File: config.mk
export PLATFORM = sky130hd
export DESIGN_NAME = emmc_cmd_line
export DESIGN_NICKNAME = d
export VERILOG_FILES = /design/src/rtl/emmc_pkg.sv /design/src/rtl/emmc_crc7.sv /design/src/rtl/emmc_cmd_line.sv
export SDC_FILE = /design/constraint.sdc
export NUM_CORES = 1
export LEC_CHECK = 0
export CAP_MARGIN = 40
export CORE_MARGIN = 2
export CORE_UTILIZATION = 60
export CTS_BUF_LIST = sky130_fd_sc_hd__clkbuf_16
export DETAILED_ROUTE_END_ITERATION = 8
export DONT_BUFFER_PORTS = 1
export PLACE_DENSITY = 0.76
export SYNTH_ARGS = -nofsm -noshare
export SYNTH_HDL_FRONTEND = slang
export SYNTH_SLANG_ARGS = --single-unit
export TNS_END_PERCENT = 100
File: constraint.sdc
create_clock -name clk -period 4.4 [get_ports clk]
set_clock_uncertainty 0.15 [all_clocks]
set_input_delay 0.88 -clock clk [delete_from_list [all_inputs] [get_ports clk]]
set_output_delay 0.88 -clock clk [all_outputs]
set_load 0.01 [all_outputs]
File: src/rtl/emmc_pkg.sv
// emmc_pkg: shared FSM states and framing constants for the eMMC CMD line engine
package emmc_pkg;
  typedef enum logic [2:0] {IDLE, TX, TURN, WAIT, RX, DONE} state_t;
  localparam int FRAME_LEN = 48;
  localparam int TURN_LEN = 2;
  localparam logic [6:0] CRC7_POLY = 7'h09;
endpackage

File: src/rtl/emmc_crc7.sv
// emmc_crc7: serial CRC7 (x^7+x^3+1), one data bit per enabled cycle
module emmc_crc7
  import emmc_pkg::*;
(
  input  logic       clk,
  input  logic       rst,
  input  logic       i_clr,
  input  logic       i_en,
  input  logic       i_d,
  output logic [6:0] o_crc
);
  always_ff @(posedge clk)
    if (rst || i_clr) o_crc <= '0;
    else if (i_en) o_crc <= {o_crc[5:0], 1'b0} ^ ({7{i_d ^ o_crc[6]}} & CRC7_POLY);
endmodule

File: src/rtl/emmc_cmd_line.sv
// emmc_cmd_line: eMMC CMD line engine, sends 48-bit commands and collects 48-bit responses
module emmc_cmd_line
  import emmc_pkg::*;
#(
  parameter int TIMEOUT_BITS = 64
) (
  input  logic        clk,
  input  logic        rst,
  input  logic        bit_en,
  input  logic        cmd_valid,
  output logic        cmd_ready,
  input  logic [5:0]  cmd_index,
  input  logic [31:0] cmd_arg,
  input  logic        resp_expected,
  input  logic        resp_no_crc,
  output logic        resp_valid,
  output logic [5:0]  resp_index,
  output logic [31:0] resp_arg,
  output logic        resp_crc_err,
  output logic        resp_timeout,
  output logic        cmd_o,
  output logic        cmd_oe,
  input  logic        cmd_i
);
  localparam int CW = ($clog2(TIMEOUT_BITS) > 6) ? $clog2(TIMEOUT_BITS) : 6;
  state_t r_state, w_state_n;
  logic [CW-1:0] r_cnt;
  logic [47:0] r_sh;
  logic r_exp, r_nocrc;
  logic [6:0] w_crc;
  logic [46:0] w_rx;
  logic w_start, w_crc_en, w_crc_clr, w_crc_slot, w_crc_err;
  logic w_tx_last, w_turn_last, w_wait_last, w_rx_last;
  assign w_start = cmd_valid & cmd_ready;
  assign cmd_ready = (r_state == IDLE) & ~rst;
  assign resp_valid = r_state == DONE;
  assign w_rx = {r_sh[45:0], cmd_i};
  assign w_tx_last = r_cnt == CW'(FRAME_LEN);
  assign w_turn_last = r_cnt == CW'(TURN_LEN - 1);
  assign w_wait_last = r_cnt == CW'(TIMEOUT_BITS - 1);
  assign w_rx_last = r_cnt == CW'(FRAME_LEN - 1);
  assign w_crc_slot = r_cnt == CW'(FRAME_LEN - 8);
  // TX and RX share one CRC; r_cnt below 40 means the bit belongs to the covered span 47..8
  assign w_crc_clr = (r_state == IDLE) | (r_state == TURN);
  assign w_crc_en = bit_en & ((((r_state == TX) | (r_state == RX)) & (r_cnt < CW'(FRAME_LEN - 8)))
                              | ((r_state == WAIT) & ~cmd_i));
  assign w_crc_err = w_rx[46] | ~w_rx[0] | (~r_nocrc & (w_rx[7:1] != w_crc));
  emmc_crc7 u_crc (
    .clk   (clk),
    .rst   (rst),
    .i_clr (w_crc_clr),
    .i_en  (w_crc_en),
    .i_d   ((r_state == TX) ? r_sh[47] : cmd_i),
    .o_crc (w_crc)
  );
  always_comb begin
    w_state_n = r_state;
    case (r_state)
      IDLE: w_state_n = w_start ? TX : IDLE;
      TX: if (bit_en && w_tx_last) w_state_n = r_exp ? TURN : DONE;
      TURN: if (bit_en && w_turn_last) w_state_n = WAIT;
      WAIT: if (bit_en) w_state_n = !cmd_i ? RX : w_wait_last ? DONE : WAIT;
      RX: if (bit_en && w_rx_last) w_state_n = DONE;
      default: w_state_n = IDLE;
    endcase
  end
  always_ff @(posedge clk)
    if (rst) begin
      r_state <= IDLE;
      r_cnt <= '0;
      r_sh <= '0;
      r_exp <= 1'b0;
      r_nocrc <= 1'b0;
      cmd_o <= 1'b1;
      cmd_oe <= 1'b0;
      resp_index <= '0;
      resp_arg <= '0;
      resp_crc_err <= 1'b0;
      resp_timeout <= 1'b0;
    end else begin
      r_state <= w_state_n;
      if (w_start) begin
        r_sh <= {2'b01, cmd_index, cmd_arg, 8'h00};
        r_exp <= resp_expected;
        r_nocrc <= resp_no_crc;
        r_cnt <= '0;
        cmd_oe <= 1'b1;
      end
      if (bit_en)
        case (r_state)
          TX:
            if (w_tx_last) begin
              cmd_oe <= 1'b0;
              cmd_o <= 1'b1;
              r_cnt <= '0;
              if (!r_exp) {resp_index, resp_arg, resp_crc_err, resp_timeout} <= '0;
            end else begin
              cmd_o <= w_crc_slot ? w_crc[6] : r_sh[47];
              r_sh <= w_crc_slot ? {w_crc[5:0], 1'b1, 41'd0} : {r_sh[46:0], 1'b0};
              r_cnt <= r_cnt + CW'(1);
            end
          TURN: r_cnt <= w_turn_last ? '0 : r_cnt + CW'(1);
          WAIT:
            if (!cmd_i) begin
              r_sh <= '0;
              r_cnt <= CW'(1);
            end else if (w_wait_last) begin
              r_cnt <= '0;
              {resp_index, resp_arg, resp_crc_err} <= '0;
              resp_timeout <= 1'b1;
            end else r_cnt <= r_cnt + CW'(1);
          RX: begin
            r_sh <= {r_sh[46:0], cmd_i};
            r_cnt <= r_cnt + CW'(1);
            if (w_rx_last) begin
              r_cnt <= '0;
              resp_index <= w_rx[45:40];
              resp_arg <= w_rx[39:8];
              resp_crc_err <= w_crc_err;
              resp_timeout <= 1'b0;
            end
          end
          default: ;
        endcase
    end
endmodule

## After elaboration in Yosys (flattened, before gate mapping)

Cells that the tools add are included.

| storage, ports and cells | value |
|---|---|
| output and inout bits | 44 |
| logic and storage cells | 111 |
| flip-flop bits (word level) | 108 |
| input port bits | 45 |

| cells by class | value |
|---|---|
| bitwise operators | 16 |
| equality and inequality tests | 20 |
| $lt $le $gt $ge | 1 |
| multiplexer cells | 52 |
| reductions and logical operators | 9 |
| add/subtract/negate cells | 1 |

Operators with widths:

| operator | number |
|---|---|
| 2-to-1 mux 48 bit | 5 |
| 2-to-1 mux 32 bit | 5 |
| case mux 48 bit (3 select lines) | 1 |
| case mux 32 bit (3 select lines) | 1 |
| 2-to-1 mux 6 bit | 12 |
| equality test 6 bit (second input constant) | 4 |
| case mux 6 bit (4 select lines) | 1 |
| 2-to-1 mux 3 bit | 7 |
| case mux 6 bit (3 select lines) | 1 |
| 2-to-1 mux 1 bit | 16 |
| case mux 3 bit (5 select lines) | 1 |
| != test 2 bit (second input constant) | 6 |
| != test 7 bit | 1 |
| AND reduction 7 bit | 1 |
| XOR 7 x 4 -> 7 bit | 1 |
| adder 6 x 1 -> 6 bit (second input constant) | 1 |
| bitwise AND 1 bit | 6 |
| equality test 3 x 2 -> 1 bit (second input constant) | 2 |
| equality test 3 bit (second input constant) | 2 |
| equality test 6 x 1 -> 1 bit (second input constant) | 1 |
| < comparator 6 bit (second input constant) | 1 |
| != test 2 x 1 -> 1 bit (second input constant) | 3 |
| case mux 1 bit (3 select lines) | 2 |
| bitwise OR 1 bit | 5 |
| 9 further kinds | 13 |

## Depth between registers and ports, before layout

Gate-level depths: netlist of run 1.

| depth | value |
|---|---|
| word-level depth | 7 |
| depth in mapped cells | 10 |
| gate-level depth less buffers | 7 |

## Hierarchy

Synthesis of run 1 repeated with hierarchy kept, for this count alone.

| second synthesis, totals | value |
|---|---|
| cell total of the unflattened synthesis | 544 |
| area, all modules | 5,205.0 um^2 |

Modules (own cells, without submodules):

| module | area an instance (um^2) | cells an instance | sequential area each (um^2) | instances |
|---|---|---|---|---|
| emmc_cmd_line | 4,928.5 | 516 | 2,021.9 | 1 |
| emmc_crc7 | 276.5 | 28 | 140.1 | 1 |

## Worst setup path after synthesis of run 1

OpenSTA, ideal clock, no wires.

| timing path | value |
|---|---|
| path type | input to register |
| start point | input port rst |
| end point | register r_sh[10] |
| path buffers | 2 |
| library setup time | 0.128 ns |
| cell stages on the path | 7 |
| arrival time | 2.186 ns |
| required time | 4.122 ns |
| path slack | 1.936 ns |
| cells stage by stage | nor4_2 > and2_1 > buf_4 > buf_4 > mux2_2 > a22oi_1 > nor2_1 |

| between the ends | value |
|---|---|
| cells in the longest elaborated chain, start to end | 7 |
| elaborated cells on any way between the ends | 8 |
| classes of those cells | mux (5); bitwise (3) |

RTL lines:

| item | RTL line | source |
|---|---|---|
| start: declaration | emmc_cmd_line.sv:8 | `input logic rst,` |
| inverter 1 bit | emmc_cmd_line.sv:35 | `assign cmd_ready = (r_state == IDLE) & ~rst;` |
| bitwise AND 1 bit | emmc_cmd_line.sv:35 |  |
| bitwise AND 1 bit | emmc_cmd_line.sv:34 | `assign w_start = cmd_valid & cmd_ready;` |
| 2-to-1 mux 48 bit | emmc_cmd_line.sv:82 | `if (w_start) begin` |
| 2-to-1 mux 48 bit, on equally long branches | emmc_cmd_line.sv:104, emmc_cmd_line.sv:92 |  |
| case mux 48 bit (3 select lines) | emmc_cmd_line.sv:90 | `case (r_state)` |
| 2-to-1 mux 48 bit | emmc_cmd_line.sv:89 | `if (bit_en)` |
| end signal: assignment | emmc_cmd_line.sv:83 | `r_sh <= {2'b01, cmd_index, cmd_arg, 8'h00};` |
| end signal: assignment | emmc_cmd_line.sv:99 | `r_sh <= w_crc_slot ? {w_crc[5:0], 1'b1, 41'd0} : {r_sh[46:0], 1'b0};` |
| end signal: assignment | emmc_cmd_line.sv:113 | `r_sh <= {r_sh[46:0], cmd_i};` |
| end: declaration | emmc_cmd_line.sv:28 | `logic [47:0] r_sh;` |

Several ways; a longest one is shown, not always the timed one.
A chain may end at the register's enable or synchronous reset.

## Final worst setup path of run 1

| timing path | value |
|---|---|
| start point | register r_state[0] |
| end point | register r_sh[29] |

| between the ends | value |
|---|---|
| cells in the longest elaborated chain, start to end | 7 |
| elaborated cells on any way between the ends | 11 |
| classes of those cells | eq/ne (3); mux (5); bitwise (2); reduce/logical (1) |

RTL lines:

| item | RTL line | source |
|---|---|---|
| start: declaration | emmc_cmd_line.sv:26 | `state_t r_state, w_state_n;` |
| start signal: assignment | emmc_cmd_line.sv:81 | `r_state <= w_state_n;` |
| logical NOT 3 bit | emmc_cmd_line.sv:35 |  |
| bitwise AND 1 bit | emmc_cmd_line.sv:35 |  |
| bitwise AND 1 bit | emmc_cmd_line.sv:34 |  |
| 2-to-1 mux 48 bit | emmc_cmd_line.sv:82 |  |
| 2-to-1 mux 48 bit, on equally long branches | emmc_cmd_line.sv:104, emmc_cmd_line.sv:92 |  |
| case mux 48 bit (3 select lines) | emmc_cmd_line.sv:90 |  |
| 2-to-1 mux 48 bit * | emmc_cmd_line.sv:89 |  |

Every way passes the cells marked *; elsewhere a longest branch is shown, timed or not.

==> flow_metrics.env, run 1 <==
export IMPL_viasPerCell=6.225
export IMPL_area_growth_synth_to_final_pct=4.048
export IMPL_clock_tree_buffer_depth=2
export IMPL_p_leak_nw=1.807
export IMPL_routed_wl_mm=11.20
export IMPL_rsz0062_at_grt="no"
export IMPL_grt_overflow=0
export IMPL_drive_above_1_share_pct=13.48
export IMPL_synth_edf_count=0
export IMPL_hold_viol=0
export IMPL_ant_nets=0
export IMPL_synth_cell_type_count=56
export IMPL_grt_pass1_vias=3760
export IMPL_grt_total_usage_pct=24.84
export IMPL_use_met3_pct=6.245
export IMPL_clock_latency_ns=0.34
export IMPL_syn_instance_count=563
export IMPL_post_cts_setup_buffer_count=0
export IMPL_final_cell_mix="dfxtp_1 (108), nor2_1 (58), nand2_1 (56)"
export IMPL_place_hpwl_mm=7.247
export IMPL_max_stage_delay_ns=0.75
export IMPL_nNetsFinal=577
export IMPL_drc_errors=0
export IMPL_cts_hold_buffers=0
export IMPL_clkTransAtPathRegs_ns=0.07
export IMPL_grt_max_degree=60
export IMPL_crit_type="reg -> reg"
export IMPL_drt_iter0_drc=217
export IMPL_cts_tree="built"
export IMPL_maxSlewHeadroom_pct=41.83
export IMPL_fin_area_mm2=0.005210
export IMPL_ys_flop_type="dfxtp_1"
export IMPL_routabilityCongestion=0.8437
export IMPL_final_period_utilization_pct=66.76
export IMPL_fillers=694
export IMPL_period_minus_slack_ns=2.938
export IMPL_grt_busiest_layer="met2"
export IMPL_synth_async_reset_ratio_pct=0
export IMPL_worstPathRequired_ns=4.53
export IMPL_min_path_type="reg -> reg"
export IMPL_crit_buf_inv=1
export IMPL_power_switching_w=0.0008368
export IMPL_swShare_pct=32.93
export IMPL_dpl_cell_area_mm2=0.004932
export IMPL_drt_pass1_iter_count=5
export IMPL_start_util_pct=61.56
export IMPL_crit_path_end_kind="flop"
export IMPL_synth_seq_area_share_pct=43.18
export IMPL_htree_num_levels=3
export IMPL_portBuffers=0
export IMPL_yosysWarnings=0
export IMPL_synth_top_area_cell="dfxtp_1"
export IMPL_hold_slack_ns=0.3205
export IMPL_numCtsBuffers=9
export IMPL_power_density_mw_per_mm2=487.8
export IMPL_fmax_mhz=340.4
export IMPL_setup_tns_ns=0
export IMPL_ir_drop_uv=219.4
export IMPL_cap_violations=0
export IMPL_crit_family="compound AO/OA/AOI/OAI gates"
export IMPL_syn_area_mm2=0.005007
export IMPL_worstMarginPinSlew_ns=0.8725
export IMPL_fin_util_pct=64.05
export IMPL_use_met2_pct=39.96
export IMPL_die_height_um=95.36
export IMPL_arrival_ns=3.06
export IMPL_p_int_w=0.001704
export IMPL_yosysTopAreaCellShare_pct=43.18
export IMPL_core_area_mm2=0.008134
export IMPL_grt_pass1_wl_mm=17.99
export IMPL_syn_num_nets=611
export IMPL_ctsResizeCount=0
export IMPL_seq_power_share_pct=45.5
export IMPL_ys_ff_latch=108
export IMPL_num_io_pins=89
export IMPL_slew_violations=0
export IMPL_synth_area_leaders="dfxtp_1 (43%), mux2_2 (8.8%), a22oi_1 (5.5%), nand3_1 (4.8%), nor2_1 (4.4%)"
export IMPL_clkSinkCount=108
export IMPL_layout_commonest_cell="dfxtp_1"
export IMPL_path_max_fanout=27
export IMPL_setup_violations=0
export IMPL_rows=33
export IMPL_start_kind="flop"
export IMPL_diodes=0
export IMPL_root_buffer="clkbuf_16"
export IMPL_wl_per_cell_um=17.52
export IMPL_combinationalPowerShare_pct=24.9
export IMPL_power_frac_clock_pct=29.6
export IMPL_route_vias_total=3978
export IMPL_syn_avg_cell_area_um2=8.894
export IMPL_dieArea_mm2=0.009093
export IMPL_cp_slowest_cell="o31ai_4"
export IMPL_fp_dieW_um=95.36
export IMPL_gr_usage_met1_pct=32.26
export IMPL_path_cells="nor3b_2, o31ai_2, o31ai_4, buf_12, a22oi_1, nor2_1"
export IMPL_antenna_found_initial=0
export IMPL_status="completed"
[cell usage after synthesis, drive strengths merged, types with 3 or more instances]
| master | count |
|---|---|
| a211oi | 5 |
| ha | 3 |
| nor2b | 5 |
| nor3 | 3 |
| mux2i | 7 |
| a22oi | 37 |
| o31ai | 3 |
| nand3 | 48 |
| a21oi | 11 |
| inv | 4 |
| mux2 | 39 |
| a31oi | 5 |
| a32oi | 8 |
| buf | 31 |
| dfxtp | 108 |
| nor2 | 59 |
| o21ai | 55 |
| nand2 | 56 |
| clkbuf | 21 |
| o211ai | 4 |
| a222oi | 4 |
| and3 | 3 |
| nand4 | 3 |
| xnor2 | 10 |
[routing by layer]
| layer | vias up | wire length (µm) |
|---|---|---|
| li1 | 1965 | - |
| met1 | 1875 | 5034 |
| met5 | - | 0 |
| met4 | 0 | 178 |
| met3 | 19 | 735 |
| met2 | 119 | 5246 |
[area by class of cell]
type | count | area (µm²) | area share, %
clock inverter | 7 | 52.55 | 1.009
clock buffer | 9 | 225.2 | 4.323
multi-input combinational | 399 | 2546 | 48.87
sequential | 108 | 2162 | 41.50
inverter | 4 | 15.01 | 0.2882
tap | 105 | 131.4 | 2.522
timing repair buffer | 7 | 77.57 | 1.489
[cell families (layout without fill, tap and decap cells)]
| group | count (synthesis) | after routing | share of synthesized area, % |
|---|---|---|---|
| compound gates | 147 | 147 | 19.84 |
| xor+xnor | 12 | 12 | 2.099 |
| fa+ha+maj | 3 | 3 | 0.7497 |
| buf+inv | 56 | 27 | 6.272 |
| flops | 108 | 108 | 43.18 |
| mux | 46 | 46 | 10.17 |
| simple gates | 191 | 191 | 17.69 |
[metrics by stage]
step                      total power (W)  setup slack (ns)  instances
after CTS                        0.002548             1.465        639
after global routing             0.002680             1.200        639
after detailed placement         0.001799             1.326        623
after floorplan                  0.001718             1.936        563
final                            0.002541             1.462        639
after global placement           0.001781             1.405        623
[worst paths after layout]
path / depth (start not counted) / startpoint / to / slack [ns]
min: 2 / r_sh[16]$_SDFF_PP0_ / resp_arg[9]$_SDFFE_PP0P_ / 0.32
max: 6 / r_state[0]$_SDFFE_PP0P_ / r_sh[29]$_SDFF_PP0_ / 1.46
max reg2reg: 6 / r_state[0]$_SDFFE_PP0P_ / r_sh[29]$_SDFF_PP0_ / 1.46
min reg2reg: 2 / r_sh[16]$_SDFF_PP0_ / resp_arg[9]$_SDFFE_PP0P_ / 0.32
[power groups by stage]
stage                     logic (W)  clock network, W  registers (W)
after floorplan            0.000587                 0        0.00113
after global placement     0.000610                 0        0.00117
after detailed placement   0.000624                 0        0.00117
after CTS                  0.000629          0.000766        0.00115
after global routing       0.000698          0.000812        0.00117
final                      0.000634          0.000751        0.00116
[sequential cells by signal (all words and copies together), names as in the netlist, 3 cells and up]
signal and cells:
r_cnt 6, r_sh 48, r_state 3, resp_arg 32
resp_index 6, u_crc.o_crc 7
[tightest hold or removal path: stages, from the launching register on]
cell and delay [ns]:
dfxtp_1 0.32, nand3_1 0.06, o21ai_1 0.05
(Power assumes the default switching activity.)
==> inputs of run 2 (changes only) <==
clock period = 3.1 ns   (was 4.4 ns; I/O delays follow)
==> flow_metrics.env, run 2 (synthesis results as in run 1) <==
export IMPL_status="completed"
export IMPL_setup_tns_ns=0
export IMPL_r2r_start="r_state[0]$_SDFFE_PP0P_"
export IMPL_min_path_type="in -> reg"
export IMPL_nNetsFinal=580
export IMPL_wl_per_cell_um=17.74
export IMPL_combinationalPowerShare_pct=24.9
export IMPL_r2r_slack_ns=0.40
export IMPL_worstPathRequired_ns=3.18
export IMPL_fp_dieW_um=95.36
export IMPL_worstMarginPinSlew_ns=0.8622
export IMPL_grt_max_degree=79
export IMPL_power_switching_w=0.001213
export IMPL_final_cell_mix="dfxtp_1 (108), nor2_1 (58), nand2_1 (56)"
export IMPL_maxSlewHeadroom_pct=42.30
export IMPL_place_hpwl_mm=7.458
export IMPL_path_max_fanout=29
export IMPL_largestRegisters="r_sh (48), resp_arg (32), u_crc.o_crc (7)"
export IMPL_cts_hold_buffers=0
export IMPL_numCtsBuffers=9
export IMPL_diodes=0
export IMPL_power_frac_clock_pct=30.1
export IMPL_routabilityCongestion=0.9262
export IMPL_setup_slack_ns=0.4012
export IMPL_crit_type="reg -> reg"
export IMPL_die_height_um=95.36
export IMPL_cap_violations=0
export IMPL_hold_viol=0
export IMPL_viasPerCell=6.215
export IMPL_setup_violations=0
export IMPL_area_growth_synth_to_final_pct=4.748
export IMPL_dieArea_mm2=0.009093
export IMPL_drc_errors=0
export IMPL_htree_num_levels=3
export IMPL_top_register="r_sh"
export IMPL_dpl_cell_area_mm2=0.004955
export IMPL_largest_reg_flops=48
export IMPL_worst_r2r_path_depth=6
export IMPL_drt_pass1_iter_count=5
export IMPL_grt_overflow=0
export IMPL_hp_start="rst"
export IMPL_drive_above_1_share_pct=13.97
export IMPL_route_vias_total=3990
export IMPL_arrival_ns=2.78
export IMPL_clock_tree_buffer_depth=2
export IMPL_ant_nets=0
export IMPL_hold_end="r_sh[10]$_SDFF_PP0_"
export IMPL_crit_path_end_kind="flop"
export IMPL_rsz0062_at_grt="no"
export IMPL_routed_wl_mm=11.39
export IMPL_clkTransAtPathRegs_ns=0.07
export IMPL_min_path_cells=1
export IMPL_period_minus_slack_ns=2.699
export IMPL_seq_power_share_pct=45.0
export IMPL_clock_latency_ns=0.34
export IMPL_root_buffer="clkbuf_16"
export IMPL_layout_commonest_cell="dfxtp_1"
export IMPL_hold_slack_ns=0.2010
export IMPL_start_kind="flop"
export IMPL_portBuffers=0
export IMPL_dp_slack_ns=0.4133
export IMPL_drt_iter0_drc=230
export IMPL_grt_pass1_vias=3750
export IMPL_start_util_pct=61.56
export IMPL_clkSinkCount=108
export IMPL_final_period_utilization_pct=87.06
export IMPL_power_density_mw_per_mm2=695.7
export IMPL_fmax_mhz=370.5
export IMPL_p_int_w=0.002436
export IMPL_swShare_pct=33.25
export IMPL_ctsResizeCount=0
export IMPL_post_cts_setup_buffer_count=0
export IMPL_fillers=660
export IMPL_slew_violations=0
export IMPL_grt_total_usage_pct=25.53
export IMPL_fin_area_mm2=0.005245
export IMPL_p_leak_nw=1.829
export IMPL_antenna_found_initial=0
export IMPL_ir_drop_uv=649.4
export IMPL_core_area_mm2=0.008134
export IMPL_cts_tree="built"
export IMPL_rows=33
export IMPL_fin_util_pct=64.48
export IMPL_num_io_pins=89
export IMPL_grt_pass1_wl_mm=18.43
export IMPL_rr_endpoint="r_sh[17]$_SDFF_PP0_"
==> run 2: changes by cell type in the layout (fill, tap and decap cells not counted) <==
cell        delta
clkinvlp_4     -1
clkinv_4       +1
clkinv_8       +1
clkinv_2       -1
buf_4          +3
==> run 2: power by group through the flow <==
| stage | Sequential, W | Combinational [W] | Clock [W] |
|---|---|---|---|
| 3_5_place_dp | 0.00167 | 0.000900 | 0 |
| 4_1_cts | 0.00164 | 0.000908 | 0.00112 |
| 2_1_floorplan | 0.00160 | 0.000833 | 0 |
| 5_1_grt | 0.00166 | 0.00101 | 0.00117 |
| 6_report | 0.00164 | 0.000909 | 0.00110 |
| 3_3_place_gp | 0.00166 | 0.000874 | 0 |
==> run 2: worst max-delay path by stage <==
stage | start | to | slack (ns) | depth (start not counted)
after global routing | r_cnt[0]$_SDFF_PP0_ | r_sh[17]$_SDFF_PP0_ | 0.20 | 8
after detailed placement | r_state[0]$_SDFFE_PP0P_ | r_sh[19]$_SDFF_PP0_ | 0.41 | 6
final | r_state[0]$_SDFFE_PP0P_ | r_sh[17]$_SDFF_PP0_ | 0.40 | 6
after floorplan | rst | r_sh[10]$_SDFF_PP0_ | 0.90 | 7
after global placement | r_state[0]$_SDFFE_PP0P_ | r_sh[16]$_SDFF_PP0_ | 0.50 | 6
after CTS | r_state[0]$_SDFFE_PP0P_ | r_sh[17]$_SDFF_PP0_ | 0.38 | 6
==> run 2: cell type report <==
cell class              count  area (µm²)  area share, %
well taps                 105       131.4          2.505
clock inverters             7       65.06          1.240
inverters                   4       15.01         0.2863
repair buffers             10       100.1          1.908
multi-input cells         399        2546          48.54
flip-flops and latches    108        2162          41.22
clock buffers               9       225.2          4.294
==> run 2: worst max-delay path, stage by stage (launching register included) <==
cell and delay, ns:
dfxtp_1 0.50, nor4_2 0.54, and2_2 0.53, buf_12 0.25
mux2_2 0.37, a22oi_1 0.18, nor2_1 0.06
==> run 2: per-stage QoR <==
| stage | std cells | power (W) |
|---|---|---|
| final | 642 | 0.003649 |
| after floorplan | 563 | 0.002438 |
| after global routing | 642 | 0.003839 |
| after detailed placement | 626 | 0.002570 |
| after CTS | 642 | 0.003663 |
| after global placement | 626 | 0.002538 |
==> run 2: routing by layer <==
layer | track usage (%) | share of wire [%] | vias to the layer above
met5 | 0 | 0 | -
met4 | 7.367 | 1.1 | 0
met3 | 7.115 | 6.5 | 11
met1 | 32.80 | 44 | 1886
met2 | 41.96 | 48 | 116
li1 | - | - | 1977
==> inputs of run 3 (changes only) <==
CORE_MARGIN = 8   (was 2)
PLACE_DENSITY = 0.83   (was 0.76)
==> flow_metrics.env, run 3 (synthesis results as in run 1) <==
export IMPL_worstMarginPinSlew_ns=0.8397
export IMPL_power_density_mw_per_mm2=703.4
export IMPL_total_power_w=0.003710
export IMPL_status="completed"
export IMPL_clock_latency_ns=0.34
export IMPL_routabilityCongestion=0.8826
export IMPL_worstPathRequired_ns=3.23
export IMPL_crit_type="reg -> reg"
export IMPL_hold_viol=0
export IMPL_num_io_pins=89
export IMPL_p_int_w=0.002522
export IMPL_path_max_fanout=33
export IMPL_numCtsBuffers=9
export IMPL_wl_per_cell_um=18.48
export IMPL_clkSinkCount=108
export IMPL_top_register="r_sh"
export IMPL_viasPerCell=6.312
export IMPL_combinationalPowerShare_pct=25.2
export IMPL_clkTransAtPathRegs_ns=0.08
export IMPL_period_minus_slack_ns=2.647
export IMPL_ant_nets=0
export IMPL_p_leak_nw=1.852
export IMPL_dieArea_mm2=0.01153
export IMPL_portBuffers=0
export IMPL_setup_violations=0
export IMPL_grt_total_usage_pct=19.67
export IMPL_diodes=0
export IMPL_drt_iter0_drc=423
export IMPL_grt_max_degree=60
export IMPL_largest_reg_flops=48
export IMPL_fp_dieW_um=107.4
export IMPL_largestRegisters="r_sh (48), resp_arg (32), u_crc.o_crc (7)"
export IMPL_drive_above_1_share_pct=14.47
export IMPL_route_vias_total=4065
export IMPL_routed_wl_mm=11.90
export IMPL_rows=33
export IMPL_fmax_mhz=377.8
export IMPL_rsz0062_at_grt="no"
export IMPL_ir_drop_uv=309.3
export IMPL_worst_r2r_path_depth=6
export IMPL_maxSlewHeadroom_pct=43.81
export IMPL_antenna_found_initial=1
export IMPL_hp_start="rst"
export IMPL_clock_tree_buffer_depth=2
export IMPL_ctsResizeCount=0
export IMPL_area_growth_synth_to_final_pct=5.347
export IMPL_nNetsFinal=583
export IMPL_seq_power_share_pct=43.7
export IMPL_grt_pass1_wl_mm=18.65
export IMPL_cts_tree="built"
export IMPL_cap_violations=0
export IMPL_r2r_slack_ns=0.45
export IMPL_power_frac_clock_pct=31.1
export IMPL_r2r_start="r_state[2]$_SDFFE_PP0P_"
export IMPL_start_util_pct=61.56
export IMPL_swShare_pct=32.03
export IMPL_core_area_mm2=0.008134
export IMPL_layout_commonest_cell="dfxtp_1"
export IMPL_power_switching_w=0.001188
export IMPL_slew_violations=0
export IMPL_setup_tns_ns=0
export IMPL_crit_start="r_state[2]$_SDFFE_PP0P_"
export IMPL_arrival_ns=2.77
export IMPL_final_period_utilization_pct=85.38
export IMPL_crit_path_end_kind="flop"
export IMPL_min_path_type="in -> reg"
export IMPL_crit_end="r_sh[1]$_SDFF_PP0_"
export IMPL_root_buffer="clkbuf_16"
export IMPL_die_height_um=107.4
export IMPL_start_kind="flop"
export IMPL_drt_pass1_iter_count=5
export IMPL_rr_endpoint="r_sh[1]$_SDFF_PP0_"
export IMPL_grt_pass1_vias=3610
export IMPL_drc_errors=0
export IMPL_final_cell_mix="dfxtp_1 (108), nor2_1 (58), nand2_1 (56)"
export IMPL_htree_num_levels=3
export IMPL_place_hpwl_mm=8.194
export IMPL_cts_hold_buffers=0
export IMPL_post_cts_setup_buffer_count=0
export IMPL_grt_overflow=0
run 3: cell types whose count changed in the layout (fill, tap and decap cells not counted), sizes merged:
cell,delta
clkinvlp,-1
inv,+1
buf,+3
clkinv,-2
bufinv,+1
run 3: final cells by class:
cell class | instances | area [µm²]
Multi-Input combinational cell | 399 | 2546
Clock inverter | 6 | 72.57
Tap cell | 105 | 131.4
Inverter | 4 | 15.01
Timing Repair Buffer | 13 | 122.6
Clock buffer | 9 | 225.2
Fill cell | 640 | 2859
Sequential cell | 108 | 2162
run 3: critical path, cell delays in order, from the launching register on:
cell     delay (ns)
dfxtp_1        0.46
or3b_1         0.46
o21ai_0        0.24
o21ai_4        0.71
buf_4          0.34
a32oi_1        0.12
nor2_1         0.10
run 3: through the flow:
stage / instance area, µm² / worst slack (ns) / std cells / hold WS, ns / util, %
after CTS: 5275 / 0.4781 / 644 / 0.1867 / 64.85
final: 5275 / 0.4533 / 644 / 0.1936 / 64.85
after floorplan: 5007 / 0.8963 / 563 / 0.2862 / -
after global routing: 5275 / 0.2493 / 644 / 0.1856 / 64.85
after detailed placement: 4977 / 0.5031 / 629 / 0.3196 / 61.19
after global placement: 4977 / 0.5673 / 629 / 0.3038 / 61.19
run 3: power by group through the flow:
| stage | Sequential, W | Combinational (W) | Clock [W] |
|---|---|---|---|
| 2_1_floorplan | 0.00160 | 0.000833 | 0 |
| 3_3_place_gp | 0.00164 | 0.000893 | 0 |
| 3_5_place_dp | 0.00165 | 0.000922 | 0 |
| 4_1_cts | 0.00162 | 0.000928 | 0.00117 |
| 5_1_grt | 0.00164 | 0.00103 | 0.00123 |
| 6_report | 0.00162 | 0.000935 | 0.00115 |
run 3: worst min path at each step:
stage	to	slack, ns	depth (start not counted)
4_1_cts	r_cnt[5]$_SDFF_PP0_	0.19	1
3_3_place_gp	r_nocrc$_SDFFE_PP0N_	0.30	2
3_5_place_dp	resp_arg[11]$_SDFFE_PP0P_	0.32	2
5_1_grt	r_cnt[5]$_SDFF_PP0_	0.19	1
2_1_floorplan	r_nocrc$_SDFFE_PP0N_	0.29	2
6_report	r_cnt[5]$_SDFF_PP0_	0.19	1
run 3: metal layers:
metal / global-route usage, % / part of all wire (%)
met1: 24.96 / 43
met2: 31.77 / 47
met3: 4.790 / 7.8
met4: 6.938 / 1.6
met5: 0 / 0.067
